<file path="config.mk">
export PLATFORM = sky130hd
export DESIGN_NAME = imem_uart_loader
export DESIGN_NICKNAME = d
export VERILOG_FILES = /design/src/rtl/imem_uart_loader_pkg.sv /design/src/rtl/imem_uart_loader_uart_rx.sv /design/src/rtl/imem_uart_loader.sv
export SDC_FILE = /design/constraint.sdc
export NUM_CORES = 1
export LEC_CHECK = 0
export ABC_AREA = 0
export BUFFER_PORTS_ARGS = -buffer_cell sky130_fd_sc_hd__buf_2
export CAP_MARGIN = 20
export CORE_ASPECT_RATIO = 1.4
export CORE_MARGIN = 10
export CORE_UTILIZATION = 40
export CTS_CLUSTER_DIAMETER = 200
export DETAILED_ROUTE_END_ITERATION = 16
export SLEW_MARGIN = 40
export SYNTH_ARGS = -nofsm -noshare
export SYNTH_HDL_FRONTEND = slang
export SYNTH_SLANG_ARGS = --single-unit
</file>
<file path="constraint.sdc">
create_clock -name clk -period 5.4 [get_ports clk]
set_input_delay 0 -clock clk [delete_from_list [all_inputs] [get_ports clk]]
set_output_delay 0 -clock clk [all_outputs]
set_load 0.02 [all_outputs]
</file>
<file path="src/rtl/imem_uart_loader_pkg.sv">
// Shared definitions for the UART boot loader.
//   - loader_state_t : frame-parsing FSM states
//   - rx_state_t     : bit-level UART receiver states
//   - HDR_BYTE       : first byte of every program frame
//   - word_addr()    : byte address of the idx-th word above a base address
package imem_uart_loader_pkg;

  typedef enum logic [2:0] {
    ST_IDLE,
    ST_LEN_LO,
    ST_LEN_HI,
    ST_DATA,
    ST_CHECK,
    ST_DONE,
    ST_ERR
  } loader_state_t;

  typedef enum logic [1:0] {
    RX_IDLE,
    RX_START,
    RX_DATA,
    RX_STOP
  } rx_state_t;

  localparam logic [7:0] HDR_BYTE       = 8'h55;
  localparam int         LEN_BITS       = 16;
  localparam int         BYTES_PER_WORD = 4;

  // Words are 4 bytes wide; the sum wraps modulo 2^32.
  function automatic logic [31:0] word_addr(input logic [31:0] base, input logic [31:0] idx);
    return base + (idx << 2);
  endfunction

endpackage

</file>
<file path="src/rtl/imem_uart_loader_uart_rx.sv">
// 8N1 UART receiver.
//   clk, reset  : system clock, synchronous active-high reset
//   rx          : asynchronous serial input, idle high
//   byte_valid  : one-cycle pulse, data_byte holds the received byte
//   data_byte   : last good byte (held between pulses)
//   frame_err   : one-cycle pulse when the stop bit is sampled low
module uart_rx
  import imem_uart_loader_pkg::*;
#(
  parameter int CLKS_PER_BIT = 434
) (
  input  logic       clk,
  input  logic       reset,
  input  logic       rx,
  output logic       byte_valid,
  output logic [7:0] data_byte,
  output logic       frame_err
);

  localparam int CNT_W = $clog2(CLKS_PER_BIT);
  localparam logic [CNT_W-1:0] HALF_LAST = CNT_W'(CLKS_PER_BIT / 2 - 1);
  localparam logic [CNT_W-1:0] BIT_LAST  = CNT_W'(CLKS_PER_BIT - 1);

  rx_state_t        state_reg;
  logic             rx_meta_reg;
  logic             rx_sync_reg;
  logic             rx_prev_reg;
  logic [CNT_W-1:0] cnt_reg;
  logic [2:0]       bit_idx_reg;
  logic [7:0]       shift_reg;

  always_ff @(posedge clk) begin
    if (reset) begin
      // Synchroniser resets to the idle level so no false edge follows reset.
      rx_meta_reg <= 1'b1;
      rx_sync_reg <= 1'b1;
      rx_prev_reg <= 1'b1;
      state_reg   <= RX_IDLE;
      cnt_reg     <= '0;
      bit_idx_reg <= 3'd0;
      shift_reg   <= 8'h00;
      byte_valid  <= 1'b0;
      data_byte   <= 8'h00;
      frame_err   <= 1'b0;
    end else begin
      rx_meta_reg <= rx;
      rx_sync_reg <= rx_meta_reg;
      rx_prev_reg <= rx_sync_reg;
      byte_valid  <= 1'b0;
      frame_err   <= 1'b0;
      unique case (state_reg)
        RX_IDLE: begin
          if (rx_prev_reg && !rx_sync_reg) begin
            state_reg <= RX_START;
            cnt_reg   <= '0;
          end
        end
        RX_START: begin
          // Mid-bit recheck rejects glitches shorter than half a bit.
          if (cnt_reg == HALF_LAST) begin
            cnt_reg <= '0;
            if (!rx_sync_reg) begin
              state_reg   <= RX_DATA;
              bit_idx_reg <= 3'd0;
            end else begin
              state_reg <= RX_IDLE;
            end
          end else begin
            cnt_reg <= cnt_reg + CNT_W'(1);
          end
        end
        RX_DATA: begin
          if (cnt_reg == BIT_LAST) begin
            cnt_reg     <= '0;
            shift_reg   <= {rx_sync_reg, shift_reg[7:1]};  // LSB first
            bit_idx_reg <= bit_idx_reg + 3'd1;
            if (bit_idx_reg == 3'd7) begin
              state_reg <= RX_STOP;
            end
          end else begin
            cnt_reg <= cnt_reg + CNT_W'(1);
          end
        end
        RX_STOP: begin
          if (cnt_reg == BIT_LAST) begin
            cnt_reg   <= '0;
            state_reg <= RX_IDLE;
            if (rx_sync_reg) begin
              byte_valid <= 1'b1;
              data_byte  <= shift_reg;
            end else begin
              frame_err <= 1'b1;
            end
          end else begin
            cnt_reg <= cnt_reg + CNT_W'(1);
          end
        end
        default: state_reg <= RX_IDLE;
      endcase
    end
  end

endmodule

</file>
<file path="src/rtl/imem_uart_loader.sv">
// Serial boot loader: parses framed program images from a UART line and
// writes them word by word into instruction memory, holding the core in
// reset until a frame with a good checksum has been loaded.
// Frame: 0x55, LEN_LO, LEN_HI, 4*N data bytes (little-endian words), XOR checksum.
//   clk, reset  : system clock, synchronous active-high reset
//   rx          : UART serial input (8N1, idle high, asynchronous)
//   imem_write  : one-cycle write strobe to imem
//   imem_addr   : byte address of the word being written
//   imem_data   : word being written
//   cpu_reset   : holds the core in reset while no good image is loaded
//   busy        : frame reception in progress
//   done        : last frame loaded with a good checksum
//   error       : last frame aborted (length, checksum or framing)
module imem_uart_loader
  import imem_uart_loader_pkg::*;
#(
  parameter int          CLK_HZ    = 50_000_000,
  parameter int          BAUD      = 115_200,
  parameter int          DEPTH     = 256,
  parameter logic [31:0] BASE_ADDR = 32'h0
) (
  input  logic        clk,
  input  logic        reset,
  input  logic        rx,
  output logic        imem_write,
  output logic [31:0] imem_addr,
  output logic [31:0] imem_data,
  output logic        cpu_reset,
  output logic        busy,
  output logic        done,
  output logic        error
);

  localparam int CLKS_PER_BIT = CLK_HZ / BAUD;
  localparam int PTR_W        = $clog2(DEPTH + 1);
  localparam logic [LEN_BITS:0] DEPTH_MAX = (LEN_BITS + 1)'(DEPTH);

  logic       byte_valid;
  logic [7:0] data_byte;
  logic       frame_err;

  uart_rx #(
    .CLKS_PER_BIT(CLKS_PER_BIT)
  ) u_rx (
    .clk       (clk),
    .reset     (reset),
    .rx        (rx),
    .byte_valid(byte_valid),
    .data_byte (data_byte),
    .frame_err (frame_err)
  );

  loader_state_t     state_reg;
  logic [7:0]        len_lo_reg;
  logic [PTR_W-1:0]  len_reg;
  logic [PTR_W-1:0]  ptr_reg;
  logic [1:0]        byte_idx_reg;
  logic [23:0]       word_reg;      // lower three bytes; the fourth arrives with the strobe
  logic [7:0]        chk_reg;

  logic [LEN_BITS:0] n_words;
  logic [PTR_W-1:0]  ptr_next;
  logic              in_frame;

  assign n_words  = {1'b0, data_byte, len_lo_reg};
  assign ptr_next = ptr_reg + PTR_W'(1);
  assign in_frame = (state_reg == ST_LEN_LO) || (state_reg == ST_LEN_HI) ||
                    (state_reg == ST_DATA)   || (state_reg == ST_CHECK);

  always_ff @(posedge clk) begin
    if (reset) begin
      state_reg    <= ST_IDLE;
      len_lo_reg   <= 8'h00;
      len_reg      <= '0;
      ptr_reg      <= '0;
      byte_idx_reg <= 2'd0;
      word_reg     <= 24'h0;
      chk_reg      <= 8'h00;
      imem_write   <= 1'b0;
      imem_addr    <= BASE_ADDR;
      imem_data    <= 32'h0;
      cpu_reset    <= 1'b1;
      busy         <= 1'b0;
      done         <= 1'b0;
      error        <= 1'b0;
    end else begin
      imem_write <= 1'b0;
      if (frame_err && in_frame) begin
        state_reg <= ST_ERR;
        busy      <= 1'b0;
        error     <= 1'b1;
      end else if (byte_valid) begin
        unique case (state_reg)
          ST_IDLE, ST_DONE, ST_ERR: begin
            // A header byte (re)starts a load from any resting state.
            if (data_byte == HDR_BYTE) begin
              state_reg    <= ST_LEN_LO;
              busy         <= 1'b1;
              cpu_reset    <= 1'b1;
              done         <= 1'b0;
              error        <= 1'b0;
              chk_reg      <= 8'h00;
              ptr_reg      <= '0;
              byte_idx_reg <= 2'd0;
            end
          end
          ST_LEN_LO: begin
            len_lo_reg <= data_byte;
            state_reg  <= ST_LEN_HI;
          end
          ST_LEN_HI: begin
            if (n_words > DEPTH_MAX) begin
              state_reg <= ST_ERR;
              busy      <= 1'b0;
              error     <= 1'b1;
            end else if (n_words == '0) begin
              state_reg <= ST_CHECK;
            end else begin
              len_reg   <= n_words[PTR_W-1:0];
              state_reg <= ST_DATA;
            end
          end
          ST_DATA: begin
            chk_reg <= chk_reg ^ data_byte;
            if (byte_idx_reg == 2'd3) begin
              imem_data    <= {data_byte, word_reg};
              imem_addr    <= word_addr(BASE_ADDR, 32'(ptr_reg));
              imem_write   <= 1'b1;
              ptr_reg      <= ptr_next;
              byte_idx_reg <= 2'd0;
              if (ptr_next == len_reg) begin
                state_reg <= ST_CHECK;
              end
            end else begin
              unique case (byte_idx_reg)
                2'd0:    word_reg[7:0]   <= data_byte;
                2'd1:    word_reg[15:8]  <= data_byte;
                default: word_reg[23:16] <= data_byte;
              endcase
              byte_idx_reg <= byte_idx_reg + 2'd1;
            end
          end
          ST_CHECK: begin
            busy <= 1'b0;
            if (data_byte == chk_reg) begin
              state_reg <= ST_DONE;
              done      <= 1'b1;
              cpu_reset <= 1'b0;
            end else begin
              state_reg <= ST_ERR;
              error     <= 1'b1;
            end
          end
          default: state_reg <= ST_IDLE;
        endcase
      end
    end
  end

endmodule

</file>
==> results_dict.tcl, run 1 <==
set metrics [dict create \
    vias 5004 \
    ctsHoldBuffers 1 \
    largest_register_ffs 32 \
    place_area_mm2 0.006584 \
    rsz0062_at_grt "false" \
    nNetsFinal 787 \
    seqPwrFrac 0.482 \
    drt_iter0_drc 221 \
    worstHoldStart "reset" \
    clk_root_buffer_cell "clkbuf_16" \
    powerDensity_mw_per_mm2 309.3 \
    clock_latency_ps 420 \
    clk_transition_reported_paths_ps 60 \
    hold_class "in -> reg" \
    endpoint_kind "register" \
    final_antenna_net_count 0 \
    dr_wl_met3_um 671 \
    internal_power_uw 1739 \
    reg2reg_from "u_rx.data_byte[7]" \
    firstDrtPassIters 4 \
    wirelength_um 14180 \
    netlist_area_mm2 0.006364 \
    arrival_ps 2960 \
    rows 54 \
    crit_type "reg -> reg" \
    start_util 0.4077 \
    fp.dieArea_mm2 0.02143 \
    antenna_found_initial 0 \
    wire_per_inst_um 14.45 \
    critPathLaunch "u_rx.data_byte[7]" \
    hpwl_um 9734 \
    ys_warn_count 0 \
    die_h_um 169.2 \
    reg2regPathDepth 6 \
    grt_pass1_wl_um 24050 \
    cts_buffers 17 \
    power_frac_comb 0.023 \
    synthToLayoutAreaGrowth_pct 12.66 \
    synthCells 750 \
    ir_drop_mv 0.1633 \
    fin_area_mm2 0.007169 \
    min_period_ps 2680 \
    worst_pin_slew_ps 678.6 \
    hold_violations 0 \
    cts_resized 0 \
    synth.distinct_cells 57 \
    drc 0 \
    timing.hold.ws_ps 53.88 \
    dieWidth_um 126.6 \
    clk_path_buf_depth 2 \
    dp_cells 949 \
    pin_count 72 \
    syn_avg_cell_area_um2 8.485 \
    ys_ff_latch 144 \
    grt_use_total 0.1334 \
    top_layer "met4" \
    clock-sinks 144 \
    most-common-layout-cells "dfxtp_1 (144), nand2_1 (123), a21oi_1 (84), nor2_1 (74), mux2i_1 (53)" \
    finClkSkew_ps 10.01 \
    r2r_slack_ps 2720 \
    grt_pass1_vias 4875 \
    ys_seq_area_frac 0.4530 \
    cts_setup_buffers 0 \
    final_cells 981 \
    outcome "finished clean" \
    tns_ps 0 \
    layout_commonest_cell "dfxtp_1" \
    wl_met1_um 6254 \
    core_region_area_mm2 0.01561 \
    wl_met2_um 6964 \
    max_slew_margin 0.5471 \
    whs_path_depth 2 \
    grt_max_degree 79 \
    clkPwrFrac 0.495 \
    critPathLaunchType "register" \
    io_buffer_count 48 \
    grt-ovfl-total 0 \
    finalSetupViolCount 0 \
    critPathMaxFanout 9 \
    post-route-util 0.4594 \
    rr_endpoint "len_reg[4]" \
    vias_per_cell 5.101 \
    p_sw_frac 0.2156 \
    max_cap_violations 0 \
    finalCritPeriodShare 0.4964 \
    htreeDepth 4 \
    cts_tree "done" \
    slew_viol_final 0 \
    synth_enable_flop_cells 0 \
    async_reset_ff_frac 0 \
    max_freq_mhz 373.1 \
    switchingPower_uw 478.0 \
    critPathRequiredTime_ps 5680 \
    gp_congestion 0.8270 \
    hold_end "done" \
    drive_gt1_frac 0.1338 \
    p_leak_uw 0.002850 \
    diodes 0 \
    synthFlopType "dfxtp_1" \
]
[synth_stat cells, types with 5 or more instances]
cell | instances | share of area
dfxtp_1 | 144 | 0.45
nand2_1 | 123 | 0.073
a21oi_1 | 84 | 0.066
nor2_1 | 74 | 0.044
mux2i_1 | 53 | 0.083
clkbuf_1 | 35 | 0.021
buf_4 | 25 | 0.029
nand3_1 | 25 | 0.020
xor2_1 | 16 | 0.022
inv_1 | 15 | 0.0088
o21ai_0 | 12 | 0.0094
or2_2 | 11 | 0.011
buf_2 | 10 | 0.0079
ha_1 | 10 | 0.020
xnor2_1 | 10 | 0.014
or3_1 | 9 | 0.0088
nor2b_1 | 7 | 0.0069
a31oi_1 | 6 | 0.0059
nand4_1 | 6 | 0.0059
nand2b_1 | 5 | 0.0049
[final cells by class]
class | instances | area [um2]
sequential | 144 | 2883
inverter | 15 | 56.30
fill | 1558 | 8438
clock buffer | 21 | 470.5
multi-input combinational | 539 | 3104
tap | 196 | 245.2
clock inverter | 9 | 85.08
timing repair buffer | 57 | 325.3
[worst max-delay path, cell delays in order, from the launching register on]
cell and delay, ps:
dfxtp_1 430, or4_4 600, or4_4 450, nor2_4 130, nand4_1 530, mux2i_1 350
nor2_1 60
[routing by layer]
layer | vias to the layer above | global-route usage
li1 | 2530 | -
met1 | 2352 | 0.1538
met2 | 96 | 0.2239
met3 | 26 | 0.03970
met4 | 0 | 0.05658
met5 | - | 0
[per-stage QoR]
step                total power, uW  setup WS, ps
detailed placement             1141          2746
global route                   2295          2461
floorplan                      1146          3253
finish                         2217          2720
global placement               1141          2788
CTS                            2246          2724
[cells by family after synthesis]
| group | count (synthesis) | synth area share |
|---|---|---|
| simple gates | 300 | 0.2214 |
| xor+xnor | 26 | 0.03578 |
| buf+inv | 89 | 0.07393 |
| other cells | 1 | 0.0005893 |
| fa+ha+maj | 11 | 0.02123 |
| flops | 144 | 0.4530 |
| mux | 53 | 0.08337 |
| compound gates | 126 | 0.1107 |
[power by group through the flow]
stage	Combinational, uW	Clock [uW]	Sequential, uW
after floorplan	55.7	0	1090
after global placement	48.9	0	1090
after detailed placement	48.6	0	1090
after CTS	49.2	1130	1070
after global routing	57.9	1170	1070
final	51.1	1100	1070
[worst max path at each step]
stage / end
final: len_reg[4]
after detailed placement: len_reg[4]
after global routing: ptr_reg[3]
after global placement: len_reg[7]
after CTS: len_reg[4]
after floorplan: state_reg[1]
(Power assumes the default switching activity.)
==> run 2, diff against run 1 <==
--- a/config.mk
+++ b/config.mk
@@ -5,7 +5,7 @@
 export SDC_FILE = /design/constraint.sdc
 export NUM_CORES = 1
 export LEC_CHECK = 0
-export ABC_AREA = 0
+export ABC_AREA = 1
 export BUFFER_PORTS_ARGS = -buffer_cell sky130_fd_sc_hd__buf_2
 export CAP_MARGIN = 20
 export CORE_ASPECT_RATIO = 1.4
==> constraint.sdc (replaced) <==
create_clock -name clk -period 2.4 [get_ports clk]
set_input_delay 0 -clock clk [delete_from_list [all_inputs] [get_ports clk]]
set_output_delay 0 -clock clk [all_outputs]
set_load 0.02 [all_outputs]
==> run 2 against run 1 <==
Compared with the run above:
- clock skew is 2.6 ps lower
- clock-buffer cell count down 1
- critical path depth rose by 9
- clock power is 130% higher
- die area is 2.1% lower
- critical endpoint is now state_reg[2]
- critical path type unchanged
- largest cell class is now registers
- first-iteration DRC count increased by 43%
- register-to-register slack got worse by 2400 ps
- highest routed layer unchanged
==> results_dict.tcl, run 2 <==
set metrics [dict create \
    post-route-util 0.4698 \
    worst_pin_slew_ps 646.7 \
    powerDensity_mw_per_mm2 723.8 \
    finalCritPeriodShare 0.8720 \
    dp_slack_ps 325.1 \
    slew_viol_final 0 \
    vias_per_cell 4.835 \
    setup_ws_ps 307.3 \
    largest_register_ffs 32 \
    fp.dieArea_mm2 0.02098 \
    ys_warn_count 0 \
    clk_transition_reported_paths_ps 60 \
    hold_violations 0 \
    most-common-layout-cells "dfxtp_1 (144), nand2_1 (116), a21oi_1 (114), o21ai_0 (104), nor2_1 (90)" \
    io_buffer_count 48 \
    outcome "finished clean" \
    nNetsFinal 885 \
    met3_usage 0.03665 \
    synth_enable_flop_cells 0 \
    clk_path_buf_depth 2 \
    synth_area_leaders "dfxtp_1 (46%), a21oi_1 (9.2%), o21ai_0 (8.4%), nand2_1 (7.0%), nor2_1 (5.4%)" \
    cts_setup_buffers 0 \
    finalSetupViolCount 0 \
    tns_ps 0 \
    grtUsageMet2 0.2551 \
    synthCells 831 \
    max_freq_mhz 477.9 \
    grt-ovfl-total 0 \
    ys_ff_latch 144 \
    firstDrtPassIters 7 \
    drt_iter0_drc 316 \
    cts_tree "done" \
    ys_seq_area_frac 0.4641 \
    die_h_um 167.4 \
    syn_avg_cell_area_um2 7.474 \
    synth.distinct_cells 35 \
    grt_max_degree 88 \
    arrival_ps 2440 \
    htreeDepth 4 \
    antenna_found_initial 0 \
    worstHoldStart "reset" \
    grt_pass1_vias 5131 \
    endpoint_kind "register" \
    grt_use_total 0.1420 \
    gp_congestion 0.8858 \
    synth_top_area_share 0.4641 \
    max_slew_margin 0.5673 \
    top_usage_layer "met2" \
    critPathRequiredTime_ps 2750 \
    p_leak_uw 0.002961 \
    synthTopCellsByCount "dfxtp_1 (144), nand2_1 (116), a21oi_1 (114)" \
    yosysTopAreaCell "dfxtp_1" \
    clk_root_buffer_cell "clkbuf_16" \
    reg2reg_from "ptr_reg[0]" \
    core_region_area_mm2 0.01512 \
    cts_buffers 17 \
    critPathMaxFanout 5 \
    dieWidth_um 125.3 \
    crit_type "reg -> reg" \
    rows 53 \
    clock-sinks 144 \
    min_period_ps 2093 \
    critPathLaunchType "register" \
    start_util 0.4108 \
    netlist_area_mm2 0.006211 \
    clock_latency_ps 430 \
    rsz0062_at_grt "false" \
    reg2regPathDepth 15 \
    yosysMostFrequentCell "dfxtp_1" \
    max_cap_violations 0 \
    hpwl_um 10750 \
    wirelength_um 14800 \
    vias 5207 \
    finClkSkew_ps 7.425 \
    layout_commonest_cell "dfxtp_1" \
    hold_class "in -> reg" \
    wire_per_inst_um 13.74 \
    drc 0 \
    synthFlopType "dfxtp_1" \
    drive_gt1_frac 0.1220 \
    async_reset_ff_frac 0 \
    pin_count 72 \
    synthToLayoutAreaGrowth_pct 14.36 \
    rr_endpoint "state_reg[2]" \
    diodes 0 \
    whs_path_depth 2 \
    nFillCells 1561 \
    grt_pass1_wl_um 24800 \
    final_antenna_net_count 0 \
    r2r_slack_ps 310 \
    hold_end "imem_write" \
    ir_drop_mv 0.4234 \
    use_met1 0.1498 \
]
==> run 2: cell types whose count changed after synthesis, sizes merged, moves of 7 or more <==
cell,delta
o21ai,+104
inv,+78
mux2i,-53
a21oi,+31
clkbuf,-19
nor2,+18
nand3,+14
or3,-9
xor2,-9
or2,-8
nor2b,-7
==> run 2: worst max-delay path by stage <==
stage	from	endpoint	slack, ps	depth (start not counted)
6_report	ptr_reg[0]	state_reg[2]	310	15
5_1_grt	ptr_reg[0]	state_reg[2]	60	15
4_1_cts	ptr_reg[0]	state_reg[0]	290	14
2_1_floorplan	ptr_reg[0]	state_reg[1]	740	16
3_5_place_dp	ptr_reg[0]	state_reg[0]	330	14
3_3_place_gp	ptr_reg[0]	state_reg[0]	350	14
==> run 2: layer usage <==
| metal | share of wire | wire, um |
|---|---|---|
| met3 | 0.031 | 461 |
| met1 | 0.42 | 6164 |
| met2 | 0.52 | 7744 |
| met5 | 0 | 0 |
| met4 | 0.029 | 427 |
==> run 2: critical path, cell delays in order, from the launching register on <==
cell	delay (ps)
dfxtp_1	400
ha_1	280
nand2_1	160
nor2_2	200
nand2_1	70
nand2_1	90
nand2_1	60
nand2_1	50
nand2_1	50
nor2_1	120
nand3_1	90
nand2_1	80
nand2_1	100
inv_1	80
nand2_1	50
a21oi_1	140
==> run 2: final cells by class <==
class,instances,area [um2],area share
flip-flops and latches,144,2883,0.4058
well taps,192,240.2,0.03382
multi-input cells,555,2698,0.3798
repair buffers,60,357.8,0.05038
clock inverters,12,135.1,0.01902
inverters,94,352.8,0.04967
clock buffers,20,436.7,0.06148
==> run 2: cells by family (layout without fill, tap and decap cells) <==
| logic type | count (synthesis) | after routing | synth area share |
|---|---|---|---|
| flops | 144 | 144 | 0.4641 |
| other cells | 1 | 23 | 0.0006038 |
| fa+ha+maj | 10 | 10 | 0.02015 |
| simple gates | 272 | 272 | 0.1876 |
| buf+inv | 154 | 186 | 0.1148 |
| xor+xnor | 13 | 13 | 0.01833 |
| compound gates | 237 | 237 | 0.1944 |
==> run 2: what timing repair did <==
| action | in CTS | in global routing |
|---|---|---|
| hold buffers | 1 | 0 |
| endpoints found under the hold margin | 1 | 0 |
| gates resized for setup | 0 | 0 |
==> run 2: report_power, final <==
part | internal [uW] | leakage, uW | switching, uW | total [uW]
Sequential | 2400 | 0.00116 | 10.0 | 2410
Clock | 1530 | 0.000267 | 1020 | 2560
Combinational | 40.8 | 0.00153 | 131 | 172
==> run 2: stage by stage <==
step	hold slack, ps	power (uW)	cell area (um2)	std cells
finish	71.70	5141	7103	1077
global route	99.32	5330	7103	1077
CTS	66.32	5196	7103	1077
detailed placement	196.0	2637	6521	1044
global placement	182.6	2637	6521	1044
floorplan	103.8	2625	6294	853
==> run 3, diff against run 2 <==
--- a/config.mk
+++ b/config.mk
@@ -13,6 +13,7 @@
 export CORE_UTILIZATION = 40
 export CTS_CLUSTER_DIAMETER = 200
 export DETAILED_ROUTE_END_ITERATION = 16
+export HOLD_SLACK_MARGIN = 0.08
 export SLEW_MARGIN = 40
 export SYNTH_ARGS = -nofsm -noshare
 export SYNTH_HDL_FRONTEND = slang
==> run 3 against run 2 <==
Compared with the run above:
- utilization increased by 0.066 points
- via count increased by 0.23%
- worst setup slack improved by 6.9 ps
- global-route usage unchanged
- critical endpoint unchanged
- largest power group unchanged
==> results_dict.tcl, run 3 (same netlist as run 2, synthesis figures left out) <==
set metrics [dict create \
    outcome "finished clean" \
    grt_pass1_vias 5139 \
    min_period_ps 2086 \
    grt-ovfl-total 0 \
    wire_per_inst_um 13.78 \
    powerDensity_mw_per_mm2 722.8 \
    cts_buffers 17 \
    antenna_found_initial 0 \
    switchingPower_uw 1162 \
    grt_max_degree 88 \
    max_freq_mhz 479.4 \
    vias_per_cell 4.841 \
    hpwl_um 10750 \
    critPathLaunch "ptr_reg[0]" \
    final_cells 1078 \
    htreeDepth 4 \
    vias 5219 \
    drc 0 \
    nNetsFinal 886 \
    clkPwrFrac 0.497 \
    fin_area_mm2 0.007113 \
    critPathMaxFanout 5 \
    p_sw_frac 0.2261 \
    drt_iter0_drc 309 \
    clk_root_buffer_cell "clkbuf_16" \
    met3_usage 0.03665 \
    p_leak_uw 0.002965 \
    use_met1 0.1498 \
    reg2reg_from "ptr_reg[0]" \
    grt_pass1_wl_um 24810 \
    finClkSkew_ps 7.386 \
    largest_register_ffs 32 \
    tns_ps 0 \
    drive_gt1_frac 0.1219 \
    place_area_mm2 0.006521 \
    nFillCells 1560 \
    critPathLaunchType "register" \
    die_h_um 167.4 \
    crit_type "reg -> reg" \
    finalCritPeriodShare 0.8691 \
    final_antenna_net_count 0 \
    grt_use_total 0.1420 \
    hold_violations 0 \
    register_area_mm2 0.002883 \
    most-common-layout-cells "dfxtp_1 (144), nand2_1 (116), a21oi_1 (114), o21ai_0 (104), nor2_1 (90)" \
    clk_path_buf_depth 2 \
    top_usage_layer "met2" \
    firstDrtPassIters 6 \
    cts_resized 0 \
    cts_tree "done" \
    endpoint_kind "register" \
    multi_input_area_mm2 0.002698 \
    gp_congestion 0.8858 \
    core_region_area_mm2 0.01512 \
    dp_cells 1044 \
    rows 53 \
    dieWidth_um 125.3 \
    internal_power_uw 3979 \
    max_cap_violations 0 \
    layout_commonest_cell "dfxtp_1" \
    hold_class "in -> reg" \
    ir_drop_mv 0.4235 \
    worst_pin_slew_ps 643.1 \
    max_slew_margin 0.5697 \
    seqPwrFrac 0.469 \
    slew_viol_final 0 \
    synthToLayoutAreaGrowth_pct 14.52 \
    fp.dieArea_mm2 0.02098 \
    post-route-util 0.4705 \
    grtUsageMet2 0.2551 \
    start_util 0.4108 \
    critPathRequiredTime_ps 2750 \
    wirelength_um 14850 \
    diodes 0 \
    finalSetupViolCount 0 \
    clock-sinks 144 \
    clk_transition_reported_paths_ps 60 \
    io_buffer_count 48 \
    pin_count 72 \
    power_frac_comb 0.034 \
    clock_latency_ps 430 \
    arrival_ps 2430 \
    rsz0062_at_grt "false" \
    worstHoldStart "rx" \
]
## run 3: routing by layer
layer	vias up	share of wire
li1	2748	-
met1	2375	0.41
met2	69	0.53
met3	27	0.032
met4	0	0.027
met5	-	0
## run 3: power by group through the flow
stage | Clock, uW | Sequential (uW) | Combinational, uW
6_report | 2550 | 2410 | 173
3_3_place_gp | 0 | 2470 | 171
5_1_grt | 2720 | 2410 | 197
2_1_floorplan | 0 | 2460 | 162
3_5_place_dp | 0 | 2470 | 171
4_1_cts | 2610 | 2410 | 174
## run 3: worst paths after layout
path | slack [ps] | endpoint | cells after the start
worst min-delay path | 310 | u_rx.rx_meta_reg | 3
worst max-delay path | 310 | state_reg[2] | 15
worst min register to register | 410 | u_rx.rx_sync_reg | 1
worst max register to register | 310 | state_reg[2] | 15
## run 3: critical path, cell delays in order (launching register included)
cell,delay (ps)
dfxtp_1,400
ha_1,280
nand2_1,160
nor2_2,190
nand2_1,70
nand2_1,90
nand2_1,60
nand2_1,50
nand2_1,50
nor2_1,120
nand3_1,90
nand2_1,80
nand2_1,100
inv_1,80
nand2_1,50
a21oi_1,140
## run 3: through the flow
step,setup WS [ps],total power [uW],hold slack (ps)
finish,314.2,5141,307.0
global route,64.75,5332,313.0
CTS,291.8,5197,284.4
detailed placement,325.1,2637,196.0
global placement,348.3,2637,182.6
floorplan,742.8,2625,103.8
## run 3: timing repair
item                      CTS  global route
hold endpoints to repair    6             0
hold buffers                2             0
setup buffers               0             0
## run 3: area by class of cell
class                           count  area share
Multi-Input combinational cell    555      0.3792
Timing Repair Buffer               61     0.05172
Clock inverter                     12     0.01900
Clock buffer                       20     0.06139
Inverter                           94     0.04960
Sequential cell                   144      0.4053
Tap cell                          192     0.03377
